### config.mk
export PLATFORM = sky130hd
export DESIGN_NAME = wb_decode_interconnect
export DESIGN_NICKNAME = d
export VERILOG_FILES = /design/src/rtl/wb_decode_interconnect.sv
export SDC_FILE = /design/constraint.sdc
export NUM_CORES = 1
export LEC_CHECK = 0
export CORE_AREA = 8 8 171 173
export CTS_CLUSTER_SIZE = 8
export DETAILED_ROUTE_END_ITERATION = 10
export DIE_AREA = 0 0 179 181
export MAX_ROUTING_LAYER = met4
export PLACE_DENSITY_LB_ADDON = 0.3
export SYNTH_ARGS = -nofsm -noshare
export SYNTH_HDL_FRONTEND = slang
export SYNTH_SLANG_ARGS = --single-unit
### constraint.sdc
create_clock -name clk -period 5.3 [get_ports clk]
set_input_delay 1.325 -clock clk [delete_from_list [all_inputs] [get_ports clk]]
set_output_delay 1.325 -clock clk [all_outputs]
set_load 0.02 [all_outputs]
### src/rtl/wb_decode_interconnect.sv
// Single-master Wishbone interconnect: decodes the slave from the top address bits,
// registers the request and runs one transaction at a time. WB_TIMEOUT_EN adds a wait-state limit.
module wb_decode_interconnect #(
    parameter int NUM_SLAVES     = 8,
    parameter int AW             = 32,
    parameter int DW             = 32,
    parameter int IDX_BITS       = 4
`ifdef WB_TIMEOUT_EN
    ,
    parameter int TIMEOUT_CYCLES = 256
`endif
) (
    input  logic                     clk,
    input  logic                     rst,
    input  logic                     m_cyc_i,
    input  logic                     m_stb_i,
    input  logic                     m_we_i,
    input  logic [AW-1:0]            m_addr_i,
    input  logic [DW-1:0]            m_data_i,
    input  logic [DW/8-1:0]          m_sel_i,
    output logic [DW-1:0]            m_data_o,
    output logic                     m_ack_o,
    output logic                     m_err_o,
    output logic [NUM_SLAVES-1:0]    s_cyc_o,
    output logic [NUM_SLAVES-1:0]    s_stb_o,
    output logic                     s_we_o,
    output logic [AW-1:0]            s_addr_o,
    output logic [DW-1:0]            s_data_o,
    output logic [DW/8-1:0]          s_sel_o,
    input  logic [NUM_SLAVES*DW-1:0] s_data_i,
    input  logic [NUM_SLAVES-1:0]    s_ack_i
);

    localparam int SW = DW / 8;

    // S_DECERR holds an unmapped request for one cycle so err arrives with the same latency as ack.
    typedef enum logic [1:0] {
        S_IDLE   = 2'd0,
        S_ACCESS = 2'd1,
        S_DECERR = 2'd2,
        S_RESP   = 2'd3
    } state_t;

    state_t                  r_state;
    state_t                  w_state_next;

    logic                    r_we;
    logic [AW-1:0]           r_addr;
    logic [DW-1:0]           r_wdata;
    logic [SW-1:0]           r_sel;
    logic [NUM_SLAVES-1:0]   r_slv_oh;
    logic [DW-1:0]           r_rdata;
    logic                    r_ack;
    logic                    r_err;

    logic                    w_req;
    logic [IDX_BITS-1:0]     w_idx;
    logic [NUM_SLAVES-1:0]   w_dec_oh;
    logic                    w_mapped;
    logic                    w_slv_ack;
    logic                    w_timeout;
    logic [DW-1:0]           w_rd_terms [NUM_SLAVES];
    logic [DW-1:0]           w_rdata;

    logic                    w_latch;
    logic                    w_clr_oh;
    logic                    w_set_ack;
    logic                    w_set_err;

    assign w_req = m_cyc_i & m_stb_i;
    assign w_idx = m_addr_i[AW-1 -: IDX_BITS];

    genvar gi;
    generate
        for (gi = 0; gi < NUM_SLAVES; gi++) begin : g_slave
            assign w_dec_oh[gi]   = (w_idx == IDX_BITS'(gi));
            assign w_rd_terms[gi] = s_data_i[gi*DW +: DW] & {DW{r_slv_oh[gi]}};
        end
    endgenerate

    // An index with no matching slave bit is unmapped.
    assign w_mapped  = |w_dec_oh;
    assign w_slv_ack = |(s_ack_i & r_slv_oh);

    always_comb begin
        w_rdata = '0;
        for (int i = 0; i < NUM_SLAVES; i++) begin
            w_rdata = w_rdata | w_rd_terms[i];
        end
    end

`ifdef WB_TIMEOUT_EN
    localparam int TCW = $clog2(TIMEOUT_CYCLES) + 1;

    logic [TCW-1:0] r_tcnt;

    // Held at zero outside ACCESS, so it starts from zero on every entry; saturates at all-ones.
    always_ff @(posedge clk or posedge rst) begin
        if (rst) begin
            r_tcnt <= '0;
        end else if (r_state != S_ACCESS) begin
            r_tcnt <= '0;
        end else if (r_tcnt != '1) begin
            r_tcnt <= r_tcnt + TCW'(1);
        end
    end

    assign w_timeout = (r_tcnt == TCW'(TIMEOUT_CYCLES - 1));
`else
    assign w_timeout = 1'b0;
`endif

    always_ff @(posedge clk or posedge rst) begin
        if (rst) begin
            r_state <= S_IDLE;
        end else begin
            r_state <= w_state_next;
        end
    end

    // Priority in ACCESS: abort, then slave ack, then timeout.
    always_comb begin
        w_state_next = r_state;
        w_latch      = 1'b0;
        w_clr_oh     = 1'b0;
        w_set_ack    = 1'b0;
        w_set_err    = 1'b0;
        unique case (r_state)
            S_IDLE: begin
                if (w_req) begin
                    w_latch      = 1'b1;
                    w_state_next = w_mapped ? S_ACCESS : S_DECERR;
                end
            end
            S_ACCESS: begin
                if (!m_cyc_i) begin
                    w_clr_oh     = 1'b1;
                    w_state_next = S_IDLE;
                end else if (w_slv_ack) begin
                    w_clr_oh     = 1'b1;
                    w_set_ack    = 1'b1;
                    w_state_next = S_RESP;
                end else if (w_timeout) begin
                    w_clr_oh     = 1'b1;
                    w_set_err    = 1'b1;
                    w_state_next = S_RESP;
                end
            end
            S_DECERR: begin
                w_set_err    = 1'b1;
                w_state_next = S_RESP;
            end
            S_RESP: begin
                w_state_next = S_IDLE;
            end
            default: begin
                w_state_next = S_IDLE;
            end
        endcase
    end

    always_ff @(posedge clk or posedge rst) begin
        if (rst) begin
            r_we     <= 1'b0;
            r_addr   <= '0;
            r_wdata  <= '0;
            r_sel    <= '0;
            r_slv_oh <= '0;
            r_rdata  <= '0;
            r_ack    <= 1'b0;
            r_err    <= 1'b0;
        end else begin
            r_ack   <= w_set_ack;
            r_err   <= w_set_err;
            r_rdata <= (w_set_ack && !r_we) ? w_rdata : '0;
            if (w_latch) begin
                r_we     <= m_we_i;
                r_addr   <= m_addr_i;
                r_wdata  <= m_data_i;
                r_sel    <= m_sel_i;
                r_slv_oh <= w_dec_oh;
            end else if (w_clr_oh) begin
                r_slv_oh <= '0;
            end
        end
    end

    assign m_data_o = r_rdata;
    assign m_ack_o  = r_ack;
    assign m_err_o  = r_err;
    assign s_cyc_o  = r_slv_oh;
    assign s_stb_o  = r_slv_oh;
    assign s_we_o   = r_we;
    assign s_addr_o = r_addr;
    assign s_data_o = r_wdata;
    assign s_sel_o  = r_sel;

endmodule

Yosys cells after proc, flatten, opt, wreduce, memory -nomap -nowiden
Index checks and enable logic that the tools add are counted.
{ "word_totals": {"register_bits": 113, "input_bits": 337, "output_inout_bits": 119, "elab_cells": 62} }
{ "classes": {"n_eq_ne": 12, "n_mux": 16, "bitwise": 17, "n_reduce_logical": 8} }
{ "ops": {"columns": ["operator", "n"], "rows": [
  ["32-bit bitwise AND", 8],
  ["32-bit OR", 7],
  ["32-bit 2-to-1 mux", 1],
  ["4-bit by 3-bit == test with 1-bit output (second input constant)", 4],
  ["8-bit 2-to-1 mux", 2],
  ["8-bit OR reduction", 2],
  ["8-bit bitwise AND", 1],
  ["4-bit by 2-bit == test with 1-bit output (second input constant)", 2],
  ["1-bit 2-to-1 mux", 8],
  ["2-bit 2-to-1 mux", 4],
  ["2-bit one-hot mux with 4 select lines", 1],
  ["2-bit == test (second input constant)", 2],
  ["4-bit by 1-bit == test with 1-bit output (second input constant)", 1],
  ["4-bit logical NOT", 1],
  ["3-bit != test (second input constant)", 1],
  ["2-bit by 1-bit == test with 1-bit output (second input constant)", 1],
  ["2-bit logical NOT", 1],
  ["2-bit != test (second input constant)", 1],
  ["2-bit AND reduction", 1],
  ["2-bit nonzero test", 1],
  ["1-bit bitwise AND", 1],
  ["1-bit logical AND", 1],
  ["1-bit logical NOT", 1]
]} }

Longest topological paths before layout
Gate-level depths: netlist of the first run.
{ "depth": {"depth_word": 9, "depth_mapped": 7} }

Worst setup path before layout of the first run
No wires, ideal clock.
{ "synth_timing": {"kind": "input port to flip-flop", "from": "input port s_ack_i[0]", "to": "register r_rdata[1], in the netlist m_data_o[1]", "arrival_time_ps": 2303, "t_required_ps": 5220, "setup_slack_ps": 2917, "cell_stages": 6, "cell_sequence": "a22oi_1 -> and4_4 -> or3_1 -> buf_6 -> buf_12 -> a31oi_4"} }
{ "synth_between": {"elab_chain_cells": 7} }
{ "synth_rtl": {"columns": ["item", "line_no", "rtl"], "rows": [
  ["from (decl)", "31", "input logic [NUM_SLAVES-1:0] s_ack_i"],
  ["8-bit bitwise AND", "83", "assign w_slv_ack = |(s_ack_i & r_slv_oh);"],
  ["8-bit OR reduction", "83", null],
  ["1-bit 2-to-1 mux", "139", "end else if (w_slv_ack) begin"],
  ["1-bit 2-to-1 mux", "136", "if (!m_cyc_i) begin"],
  ["1-bit 2-to-1 mux", "128", "unique case (r_state)"],
  ["1-bit logical AND", "175", "r_rdata <= (w_set_ack && !r_we) ? w_rdata : '0;"],
  ["32-bit 2-to-1 mux", "175", null],
  ["to (signal assigned)", "175", null],
  ["to (decl)", "52", "logic [DW-1:0] r_rdata;"]
]} }
Every way passes these cells.
A chain may end at the register's enable or synchronous reset.

Final worst setup path of the first run
{ "layout_timing": {"from": "register r_slv_oh[2], in the netlist s_cyc_o[2]", "to": "output port s_stb_o[2]"} }
{ "layout_rtl": {"columns": ["item", "line_no", "rtl"], "rows": [
  ["from (decl)", "51", "logic [NUM_SLAVES-1:0] r_slv_oh;"],
  ["from (signal assigned)", "181", "r_slv_oh <= w_dec_oh;"],
  ["to (decl)", "25", "output logic [NUM_SLAVES-1:0] s_stb_o,"]
]} }
No word-level cell between the ends.

==> results of run 1 <==
[where the power goes]
group / internal (mW) / switching [mW] / total (mW)
clock: 0.711 / 0.454 / 1.17
sequential: 1.15 / 0.156 / 1.31
combinational: 1.04 / 0.943 / 1.98
[critical path: stages (launching register included)]
cell and delay, ns:
dfrtp_1 0.32, buf_4 0.44, clkdlybuf4s50_1 0.72
[routing by layer]
metal  vias to the layer above  share of wire
li1                       2592              -
met1                      2878           0.37
met2                       279           0.52
met3                        36          0.082
met4                         0          0.024
met5                         -              0
[stage by stage]
stage	util	total power [mW]	setup slack, ns
after floorplan	-	2.28	0.988
after global placement	0.401	3.31	1.87
after detailed placement	0.401	3.33	1.85
after CTS	0.423	4.54	2.04
after global routing	0.423	4.68	2.01
final	0.423	4.46	2.10
[worst paths after layout]
check,from,endpoint,depth (start not counted)
setup / recovery,s_cyc_o[2],s_stb_o[2],2
hold / removal,s_data_o[0],s_data_o[0],1
setup reg to reg,s_cyc_o[6],m_data_o[24],5
hold reg to reg,s_data_o[0],s_data_o[0],1
max in group asynchronous,rst,m_data_o[7],3
min in group asynchronous,rst,s_sel_o[0],2
[placed cells by master (no fill, tap or decap)]
| master | count |
|---|---|
| a22oi_2 | 1 |
| dfrtp_1 | 112 |
| nor2b_1 | 4 |
| and4_4 | 1 |
| inv_1 | 1 |
| a21oi_1 | 1 |
| a22oi_1 | 67 |
| o22ai_1 | 1 |
| a22o_1 | 32 |
| a221oi_1 | 32 |
| buf_12 | 1 |
| clkdlybuf4s50_1 | 455 |
| nor2_1 | 3 |
| nand3_1 | 2 |
| nand3b_1 | 1 |
| clkinv_4 | 3 |
| o2bb2ai_1 | 4 |
| clkinv_2 | 2 |
| mux2_2 | 69 |
| diode_2 | 1 |
| a311o_1 | 1 |
| clkbuf_8 | 1 |
| inv_6 | 4 |
| a31oi_1 | 3 |
| bufinv_16 | 2 |
| or3_4 | 1 |
| o21bai_1 | 1 |
| clkbuf_16 | 17 |
| buf_4 | 9 |
| a31oi_4 | 30 |
| inv_4 | 1 |
| a32o_1 | 4 |
| clkinvlp_4 | 3 |
| and3_2 | 1 |
| o21ai_0 | 1 |
| nand2_1 | 1 |
| dfrtp_2 | 1 |
[cell type report]
type	instances	area share
antenna	1	0.000223
clock buffer	18	0.0392
clock inverter	14	0.0137
inverter	2	0.000893
multi-input combinational	261	0.241
sequential	113	0.252
tap	341	0.0381
timing repair buffer	465	0.414
[registers in the layout, summed over array words and instances (netlist names)]
register / count
m_ack_o: 1
s_we_o: 1
m_err_o: 1
s_addr_o: 32
m_data_o: 32
s_sel_o: 4
r_state: 2
s_cyc_o: 8
s_data_o: 32
[cell families (layout without fill, tap and decap cells)]
logic type,count (synthesis),in the layout,share of synthesized area
compound gates,178,178,0.315
simple gates,14,14,0.0139
mux,69,69,0.133
other cells,0,1,0
flops,113,113,0.483
buf+inv,55,499,0.0558
==> key figures, run 1 <==
Finish
  • Layout cells sized above 1: 0.168
  • Finished Cell Area: 11,200 um^2
  • Fin cells: roughly 1,200
  • Nets: 1,197
  • Sequential cell area: between 2000 and 3000 um^2
  • Area delta synth->final: 91.5%
  • Multi-input gate area: roughly 2700 um^2
  • Fillers: approximately 2,500

STA
  • Final hold slack: between 0.5 and 0.6 ns
  • Final setup viols: 0
  • Clk_skew: approximately 0.0095 ns
  • Least-Margin Pin Slew: 1.02 ns
  • Fin crit share: 0.604
  • Fin. max-slew vios: 0
  • Setup_tns: 0 ns
  • Achievable Freq: approximately 310 MHz
  • Final hold violation count: 0
  • Tmin final: 3.20 ns
  • Slew Limit Headroom: 0.321
  • RSZ-0062 raised after global routing: false

Logic synthesis
  • Synth cell count leaders: dfrtp_1 (113), mux2_2 (69), a22oi_1 (67), a221oi_1 (32), a22o_1 (32)
  • Post-synthesis cell area: between 5000 and 6000 um^2
  • Syn. warnings: 0
  • Cell variety after synth: 29
  • Fraction of registers with async set or reset after synthesis: 1.00
  • Synth top area cells: dfrtp_1 (48%), mux2_2 (13%), a31oi_4 (11%)
  • Sequential fraction of the synthesis area: 0.483
  • Count leader, synth: dfrtp_1
  • Syn Inst Count: between 400 and 500
  • Mapped Nets: ~770
  • Synth top area share: 0.483
  • EDFF count, synth: 0
  • Post-Syn Area per Cell: roughly 14 um^2
  • Seq cells post-synth: approximately 110
  • Synth area leader: dfrtp_1
  • Ys flop type: dfrtp_1

Clocking
  • CTS Hold Bufs: 0
  • Clk sink count: around 110
  • Clk pin slew, worst setup/hold paths: about 0.06 ns
  • Post-CTS sizing: 0
  • CTS H-tree depth: 4
  • Setup Fix Bufs, Post-CTS: 0
  • CTS Buffer Depth: 2
  • CTS root buf: clkbuf_16
  • CTS tree: yes
  • Clk_lat worst skew: a little over 0.4 ns
  • Num CTS Buffers: 17

Place
  • PortBufs: around 460
  • Placed cell areas: ~11,000 um^2
  • Placed cells: 1,182
  • GP Congestion: slightly above 0.9
  • HPWL Detailed: 23.9 mm

GRT
  • GR peak layer: met2
  • Met3 Track Usage GR: 0.0513
  • Largest net degree at the start of global routing: 73
  • Met1 usage: 0.207
  • Vias in the first global route: just over 6,000
  • First-pass GRT wire length: roughly 43 mm
  • Total grt overflow: 0
  • Tot GR Track Use: 0.187
  • Met2 Use GR: 0.319
  • Initial antenna violation count: 0

Detailed routing
  • Via count: about 5,800
  • Iter 0 DRT Violations: 390
  • Drt first pass iters: 5
  • WL/cell: approximately 25 um
  • Post-DRT Antenna Nets: 0
  • Detailed-route wire length: 30.7 mm
  • Drt via density: about 4.8
  • Drt drc: 0

Die
  • Die Area: 32,400 um^2
  • Row count: 60
  • CORE AREA: roughly 27,000 um^2
  • Die width: roughly 180 um
  • Die height: around 180 um
  • Boundary Pins: 456
  • Initial Util: 0.221

Critical path
  • Crit path kind: flip-flop to output port
  • R2R setup slack: 2.66 ns
  • Critical Path AT: approximately 1.9 ns
  • Endpoint type of the worst setup path: output port
  • CP Launch Type: flip-flop
  • Worst endpoint required time: just under 4 ns
  • Worst-path fanout max: 36

Pwr
  • Leakage: 4.03 nW
  • Worst vdd ir: 249 uV
  • PwrDens: a little under 400 nW/um^2

Run status
  • Result of the run: finished, final reports clean

Hold path
  • Hold WC Path Type: flip-flop to flip-flop

Job
  • Max-Cap Viols: 0
Power figures use the tool's default switching activity.
==> inputs of run 2 (changes only) <==
--- a/config.mk
+++ b/config.mk
@@ -5,10 +5,10 @@
 export SDC_FILE = /design/constraint.sdc
 export NUM_CORES = 1
 export LEC_CHECK = 0
-export CORE_AREA = 8 8 171 173
+export CORE_AREA = 8 8 169 171
 export CTS_CLUSTER_SIZE = 8
 export DETAILED_ROUTE_END_ITERATION = 10
-export DIE_AREA = 0 0 179 181
+export DIE_AREA = 0 0 177 179
 export MAX_ROUTING_LAYER = met4
 export PLACE_DENSITY_LB_ADDON = 0.3
 export SYNTH_ARGS = -nofsm -noshare
==> constraint.sdc (replaced) <==
create_clock -name clk -period 2.9 [get_ports clk]
set_input_delay 0.725 -clock clk [delete_from_list [all_inputs] [get_ports clk]]
set_output_delay 0.725 -clock clk [all_outputs]
set_load 0.02 [all_outputs]
==> key figures, run 2 (synthesis results as in run 1) <==
GRT
  • Vias in the first global route: 6,309 (was 6,140)
  • Initial antenna violation count: 5 (was 0)
  • Tot GR Track Use: 0.195 (was 0.187)
  • First-pass GRT wire length: 43.9 mm (was 43.2 mm)
  • Total grt overflow: 0 (unchanged)
  • Largest net degree at the start of global routing: 114 (was 73)

Pwr
  • Final Power: 8.28 mW (was 4.46 mW)
  • Switch Pwr: 2.84 mW (was 1.55 mW)
  • Internal: 5.43 mW (was 2.90 mW)
  • Sequential power share: 0.292 (was 0.294)
  • Clock power frac: 0.265 (was 0.262)
  • Worst vdd ir: 481 uV (was 249 uV)
  • Gate power share: 0.443 (was 0.445)
  • Switching share of power: 0.344 (was 0.349)
  • PwrDens: 728 nW/um^2 (was 397 nW/um^2)
  • Leakage: 4.10 nW (was 4.03 nW)

Detailed routing
  • Drt drc: 0 (unchanged)
  • Detailed-route wire length: 31.7 mm (was 30.7 mm)
  • Via count: 5,869 (was 5,785)
  • Drt first pass iters: 5 (unchanged)
  • Iter 0 DRT Violations: 322 (was 390)
  • WL/cell: 25.9 um (was 25.3 um)
  • Post-DRT Antenna Nets: 0 (unchanged)
  • Drt via density: 4.79 (was 4.76)

Finish
  • Sequential cell area: 2830 um^2 (about the same)
  • Most common cell after layout, fill and taps aside: clkdlybuf4s50_1 (unchanged)
  • Nets: 1,209 (was 1,197)
  • Most frequent cells in the layout: clkdlybuf4s50_1 (455), dfrtp_1 (111), mux2_2 (69), a22oi_1 (67) (was clkdlybuf4s50_1 (455), dfrtp_1 (112), mux2_2 (69), a22oi_1 (67))
  • Area delta synth->final: 94.2% (was 91.5%)
  • Layout cells sized above 1: 0.181 (was 0.168)
  • Finished Cell Area: 11,400 um^2 (was 11,200 um^2)
  • Multi-input gate area: 2710 um^2 (unchanged)
  • Fillers: 2,436 (was 2,541)

STA
  • Slew Limit Headroom: 0.563 (was 0.321)
  • Fin crit share: 0.825
  • Setup ws final: 0.508 ns (was 2.10 ns)
  • Setup_tns: 0 ns (unchanged)
  • Achievable Freq: between 400 and 500 MHz
  • Final hold violation count: 0 (unchanged)
  • RSZ-0062 raised after global routing: false (unchanged)
  • Tmin final: around 2.4 ns
  • Clk_skew: 0.00893 ns (was 0.00954 ns)
  • Least-Margin Pin Slew: 0.656 ns (was 1.02 ns)
  • Fin. max-slew vios: 0 (unchanged)
  • Final setup viols: 0 (unchanged)

Critical path
  • Worst setup path endpoint: s_stb_o[5] (was s_stb_o[2])
  • CP Launch Type: flip-flop (unchanged)
  • Reg-to-Reg End: m_data_o[26] (was m_data_o[24])
  • Worst R2R Start: s_cyc_o[0] (was s_cyc_o[6])
  • Crit path max-delay family: buffers and inverters (unchanged)
  • Worst-path fanout max: 6 (was 36)
  • Endpoint type of the worst setup path: output port (unchanged)
  • Critical Path AT: 1.67 ns (was 1.88 ns)
  • Slowest stage cell, crit path: clkdlybuf4s50_1 (unchanged)
  • CP Cell Sequence: clkdlybuf4s50_1 (was buf_4, clkdlybuf4s50_1)
  • Largest stage delay on the critical path: 0.69 ns (was 0.72 ns)
  • Worst endpoint required time: 2.17 ns (was 3.97 ns)
  • Crit path kind: flip-flop to output port (unchanged)
  • Crit path buf inv count: 1 (was 2)
  • R2r worst-path depth: 6 (was 5)
  • Levels on crit path: 1 (was 2)
  • R2R setup slack: 0.74 ns (was 2.66 ns)
  • CP startpoint: s_cyc_o[5] (was s_cyc_o[2])

Clocking
  • CTS root buf: clkbuf_16 (unchanged)
  • Num CTS Buffers: 17 (unchanged)
  • Setup Fix Bufs, Post-CTS: 0 (unchanged)
  • CTS tree: yes (unchanged)
  • CTS Buffer Depth: 2 (unchanged)
  • CTS H-tree depth: 4 (unchanged)
  • Clk sink count: 113 (unchanged)
  • Clk pin slew, worst setup/hold paths: 0.06 ns (about the same)
  • Clk_lat worst skew: 0.41 ns (about the same)
  • CTS Hold Bufs: 0 (unchanged)
  • Post-CTS sizing: 0 (unchanged)

Die
  • Initial Util: 0.227 (was 0.221)
  • Die Area: 31,700 um^2 (was 32,400 um^2)
  • Die width: 177 um (was 179 um)
  • Die height: 179 um (was 181 um)
  • Row count: 59 (was 60)
  • Boundary Pins: 456 (unchanged)
  • CORE AREA: 25,800 um^2 (was 26,500 um^2)

Place
  • Placed cell areas: 10,700 um^2 (was 10,600 um^2)
  • GP Congestion: 0.892 (was 0.906)
  • HPWL Detailed: 25.3 mm (was 23.9 mm)
  • PortBufs: 455 (unchanged)
  • Post-place setup slack: 0.348 ns (was 1.85 ns)

Run status
  • Result of the run: finished, final reports clean (unchanged)

Job
  • Max-Cap Viols: 0 (unchanged)

Hold path
  • Hold WC Path Type: flip-flop to flip-flop (unchanged)
==> run 2: power by group through the flow <==
stage	Combinational, mW	Clock [mW]	Sequential [mW]
global route	3.85	2.32	2.50
detailed placement	3.71	0	2.45
CTS	3.72	2.26	2.43
global placement	3.68	0	2.44
finish	3.67	2.19	2.42
floorplan	1.13	0	3.04
==> run 2: cell type report <==
type                            instances  area share
Antenna cell                            5     0.00110
Sequential cell                       113       0.249
Timing Repair Buffer                  477       0.420
Inverter                                2    0.000991
Multi-Input combinational cell        261       0.238
Clock buffer                           18      0.0386
Tap cell                              335      0.0369
Clock inverter                         14      0.0157
==> run 2: metal layers <==
metal / share of wire / track usage / vias up
met5: 0 / - / -
met4: 0.011 / 0.0466 / 0
met3: 0.072 / 0.0480 / 21
met2: 0.54 / 0.347 / 272
met1: 0.37 / 0.215 / 2955
li1: - / - / 2621
==> run 2: worst reg2reg max path, cell delays in order (launching register included) <==
cell     delay (ns)
dfrtp_1        0.48
buf_4          0.34
a22oi_1        0.15
and4_4         0.22
or3_4          0.47
buf_12         0.24
a31oi_4        0.18
==> run 2: stage by stage <==
step,instances,utilization,hold slack (ns)
floorplan,429,-,0.492
detailed placement,1188,0.417,0.494
finish,1225,0.441,0.503
global placement,1188,0.417,0.489
global route,1225,0.441,0.518
CTS,1220,0.441,0.508
==> run 2: worst min-delay path by stage <==
stage	from	cells after the start	slack [ns]	end
3_3_place_gp	s_addr_o[28]	1	0.49	s_addr_o[28]
5_1_grt	s_addr_o[7]	1	0.52	s_addr_o[7]
4_1_cts	s_addr_o[21]	1	0.51	s_addr_o[21]
2_1_floorplan	r_state[0]	1	0.49	m_err_o
3_5_place_dp	s_addr_o[7]	1	0.49	s_addr_o[7]
6_report	s_data_o[13]	1	0.50	s_data_o[13]
==> inputs of run 3 (changes only) <==
--- a/config.mk
+++ b/config.mk
@@ -5,10 +5,10 @@
 export SDC_FILE = /design/constraint.sdc
 export NUM_CORES = 1
 export LEC_CHECK = 0
-export CORE_AREA = 8 8 169 171
+export CORE_AREA = 8 8 171 173
 export CTS_CLUSTER_SIZE = 8
 export DETAILED_ROUTE_END_ITERATION = 10
-export DIE_AREA = 0 0 177 179
+export DIE_AREA = 0 0 179 181
 export MAX_ROUTING_LAYER = met4
 export PLACE_DENSITY_LB_ADDON = 0.3
 export SYNTH_ARGS = -nofsm -noshare
==> constraint.sdc (replaced) <==
create_clock -name clk -period 2.45 [get_ports clk]
set_input_delay 0.6125 -clock clk [delete_from_list [all_inputs] [get_ports clk]]
set_output_delay 0.6125 -clock clk [all_outputs]
set_load 0.02 [all_outputs]
==> key figures, run 3 (synthesis results as in run 1) <==
Run status
  • Result of the run: finished, final reports clean (unchanged)

GRT
  • Tot GR Track Use: 0.194 (was 0.195)
  • Initial antenna violation count: 1 (was 5)
  • Met2 Use GR: 0.332 (was 0.347)
  • Met1 usage: 0.221 (was 0.215)
  • GR peak layer: met2 (unchanged)
  • Largest net degree at the start of global routing: 64 (was 114)
  • First-pass GRT wire length: 44.8 mm (was 43.9 mm)
  • Vias in the first global route: 6,589 (was 6,309)
  • Total grt overflow: 0 (unchanged)
  • Met3 Track Usage GR: 0.0450 (was 0.0480)

Pwr
  • Final Power: 9.69 mW (was 8.28 mW)
  • Leakage: 4.17 nW (was 4.10 nW)
  • PwrDens: 844 nW/um^2 (was 728 nW/um^2)
  • Worst vdd ir: 560 uV (was 481 uV)

Critical path
  • Worst-path fanout max: 36 (was 6)
  • CP Launch Type: flip-flop (unchanged)
  • Crit path kind: flip-flop to output port (unchanged)
  • Critical Path AT: 1.70 ns (was 1.67 ns)
  • Worst endpoint required time: 1.84 ns (was 2.17 ns)
  • Endpoint type of the worst setup path: output port (unchanged)

STA
  • Setup_tns: 0 ns (unchanged)
  • Clk_skew: 0.00983 ns (was 0.00893 ns)
  • Fin. max-slew vios: 0 (unchanged)
  • Least-Margin Pin Slew: 0.669 ns (was 0.656 ns)
  • Fin crit share: 0.942
  • Final setup viols: 0 (unchanged)
  • Slew Limit Headroom: 0.554 (was 0.563)
  • Tmin final: ~2.3 ns
  • RSZ-0062 raised after global routing: false (unchanged)
  • Achievable Freq: roughly 430 MHz
  • Final hold violation count: 0 (unchanged)

Clocking
  • Clk sink count: 113 (unchanged)
  • CTS Buffer Depth: 2 (unchanged)
  • Clk_lat worst skew: 0.41 ns (about the same)
  • CTS tree: yes (unchanged)
  • CTS root buf: clkbuf_16 (unchanged)
  • Num CTS Buffers: 17 (unchanged)
  • CTS H-tree depth: 4 (unchanged)
  • Clk pin slew, worst setup/hold paths: 0.06 ns (about the same)

Detailed routing
  • Drt via density: 4.77 (was 4.79)
  • Drt first pass iters: 4 (was 5)
  • Detailed-route wire length: 31.6 mm (was 31.7 mm)
  • Via count: 5,927 (was 5,869)
  • WL/cell: 25.5 um (was 25.9 um)
  • Drt drc: 0 (unchanged)
  • Iter 0 DRT Violations: 311 (was 322)
  • Post-DRT Antenna Nets: 0 (unchanged)

Finish
  • Layout cells sized above 1: 0.194 (was 0.181)
  • Most common cell after layout, fill and taps aside: clkdlybuf4s50_1 (unchanged)
  • Finished Cell Area: 11,500 um^2 (was 11,400 um^2)
  • Most frequent cells in the layout: clkdlybuf4s50_1 (455), dfrtp_1 (111), mux2_2 (69), a22oi_1 (67) (unchanged)
  • Area delta synth->final: 96.0% (was 94.2%)
  • Nets: 1,224 (was 1,209)

Job
  • Max-Cap Viols: 0 (unchanged)

Die
  • CORE AREA: 26,500 um^2 (was 25,800 um^2)
  • Die height: 181 um (was 179 um)
  • Die Area: 32,400 um^2 (was 31,700 um^2)
  • Die width: 179 um (was 177 um)
  • Boundary Pins: 456 (unchanged)
  • Initial Util: 0.221 (was 0.227)
  • Row count: 60 (was 59)

Place
  • GP Congestion: 0.923 (was 0.892)
  • PortBufs: 455 (unchanged)
  • Placed cell areas: 10,900 um^2 (was 10,700 um^2)
  • HPWL Detailed: 25.9 mm (was 25.3 mm)

Hold path
  • Hold WC Path Type: input pin to asynchronous set/reset pin (was flip-flop to flip-flop)
run 3: cell types whose count changed in the layout (fill, tap and decap cells not counted), sizes merged:
cell and delta:
buf +15, clkbuf +1, bufinv -2, diode -4
clkinv -2, clkinvlp +3
run 3: stage by stage:
step / hold WS [ns] / setup WS (ns) / std cells / util
2_1_floorplan: 0.492 / 0.466 / 429 / -
3_3_place_gp: 0.489 / 0.156 / 1209 / 0.411
3_5_place_dp: 0.495 / 0.133 / 1209 / 0.411
4_1_cts: 0.448 / 0.0840 / 1241 / 0.433
5_1_grt: 0.475 / 0.0505 / 1242 / 0.433
6_report: 0.475 / 0.142 / 1242 / 0.433
run 3: path summary, 6_finish.rpt:
| path | from | endpoint | slack (ns) | depth (start not counted) |
|---|---|---|---|---|
| max reg2reg | s_cyc_o[4] | m_data_o[27] | 0.42 | 6 |
| max | s_cyc_o[1] | s_stb_o[1] | 0.14 | 2 |
| max in group asynchronous | rst | s_cyc_o[5] | 1.35 | 3 |
| min reg2reg | s_addr_o[11] | s_addr_o[11] | 0.50 | 1 |
| min in group clk | s_addr_o[11] | s_addr_o[11] | 0.50 | 1 |
| min | rst | s_data_o[30] | 0.47 | 2 |
run 3: what timing repair did:
| action | in CTS | in global routing |
|---|---|---|
| endpoints found under the setup margin | 4 | 0 |
| gates resized for setup | 2 | 0 |
| setup buffers | 0 | 0 |
| hold buffers | 0 | 0 |
run 3: worst max-delay path, cell delays in order, from the launching register on:
cell	delay, ns
dfrtp_1	0.37
buf_12	0.23
clkdlybuf4s50_1	0.65
run 3: final cells by class:
cell class,count,area (um^2)
antenna,1,2.50
clock buffer,19,453
clock inverter,13,128
fill,2495,15000
multi-input combinational,261,2710
tap,341,427
sequential,113,2830
timing repair buffer,492,4920
inverter,2,11.3
run 3: per-layer routing:
| layer | part of all wire | wire length (um) |
|---|---|---|
| met1 | 0.40 | 12700 |
| met2 | 0.51 | 16200 |
| met3 | 0.069 | 2190 |
| met4 | 0.017 | 550 |
| met5 | 0 | 0 |
run 3: power breakdown:
group / total [mW] / switching, mW / internal [mW] / leakage, nW
sequential: 2.85 / 0.354 / 2.49 / 1.42
combinational: 4.40 / 2.06 / 2.35 / 2.48
clock: 2.44 / 0.975 / 1.46 / 0.265
total: 9.69 / 3.39 / 6.30 / 4.17
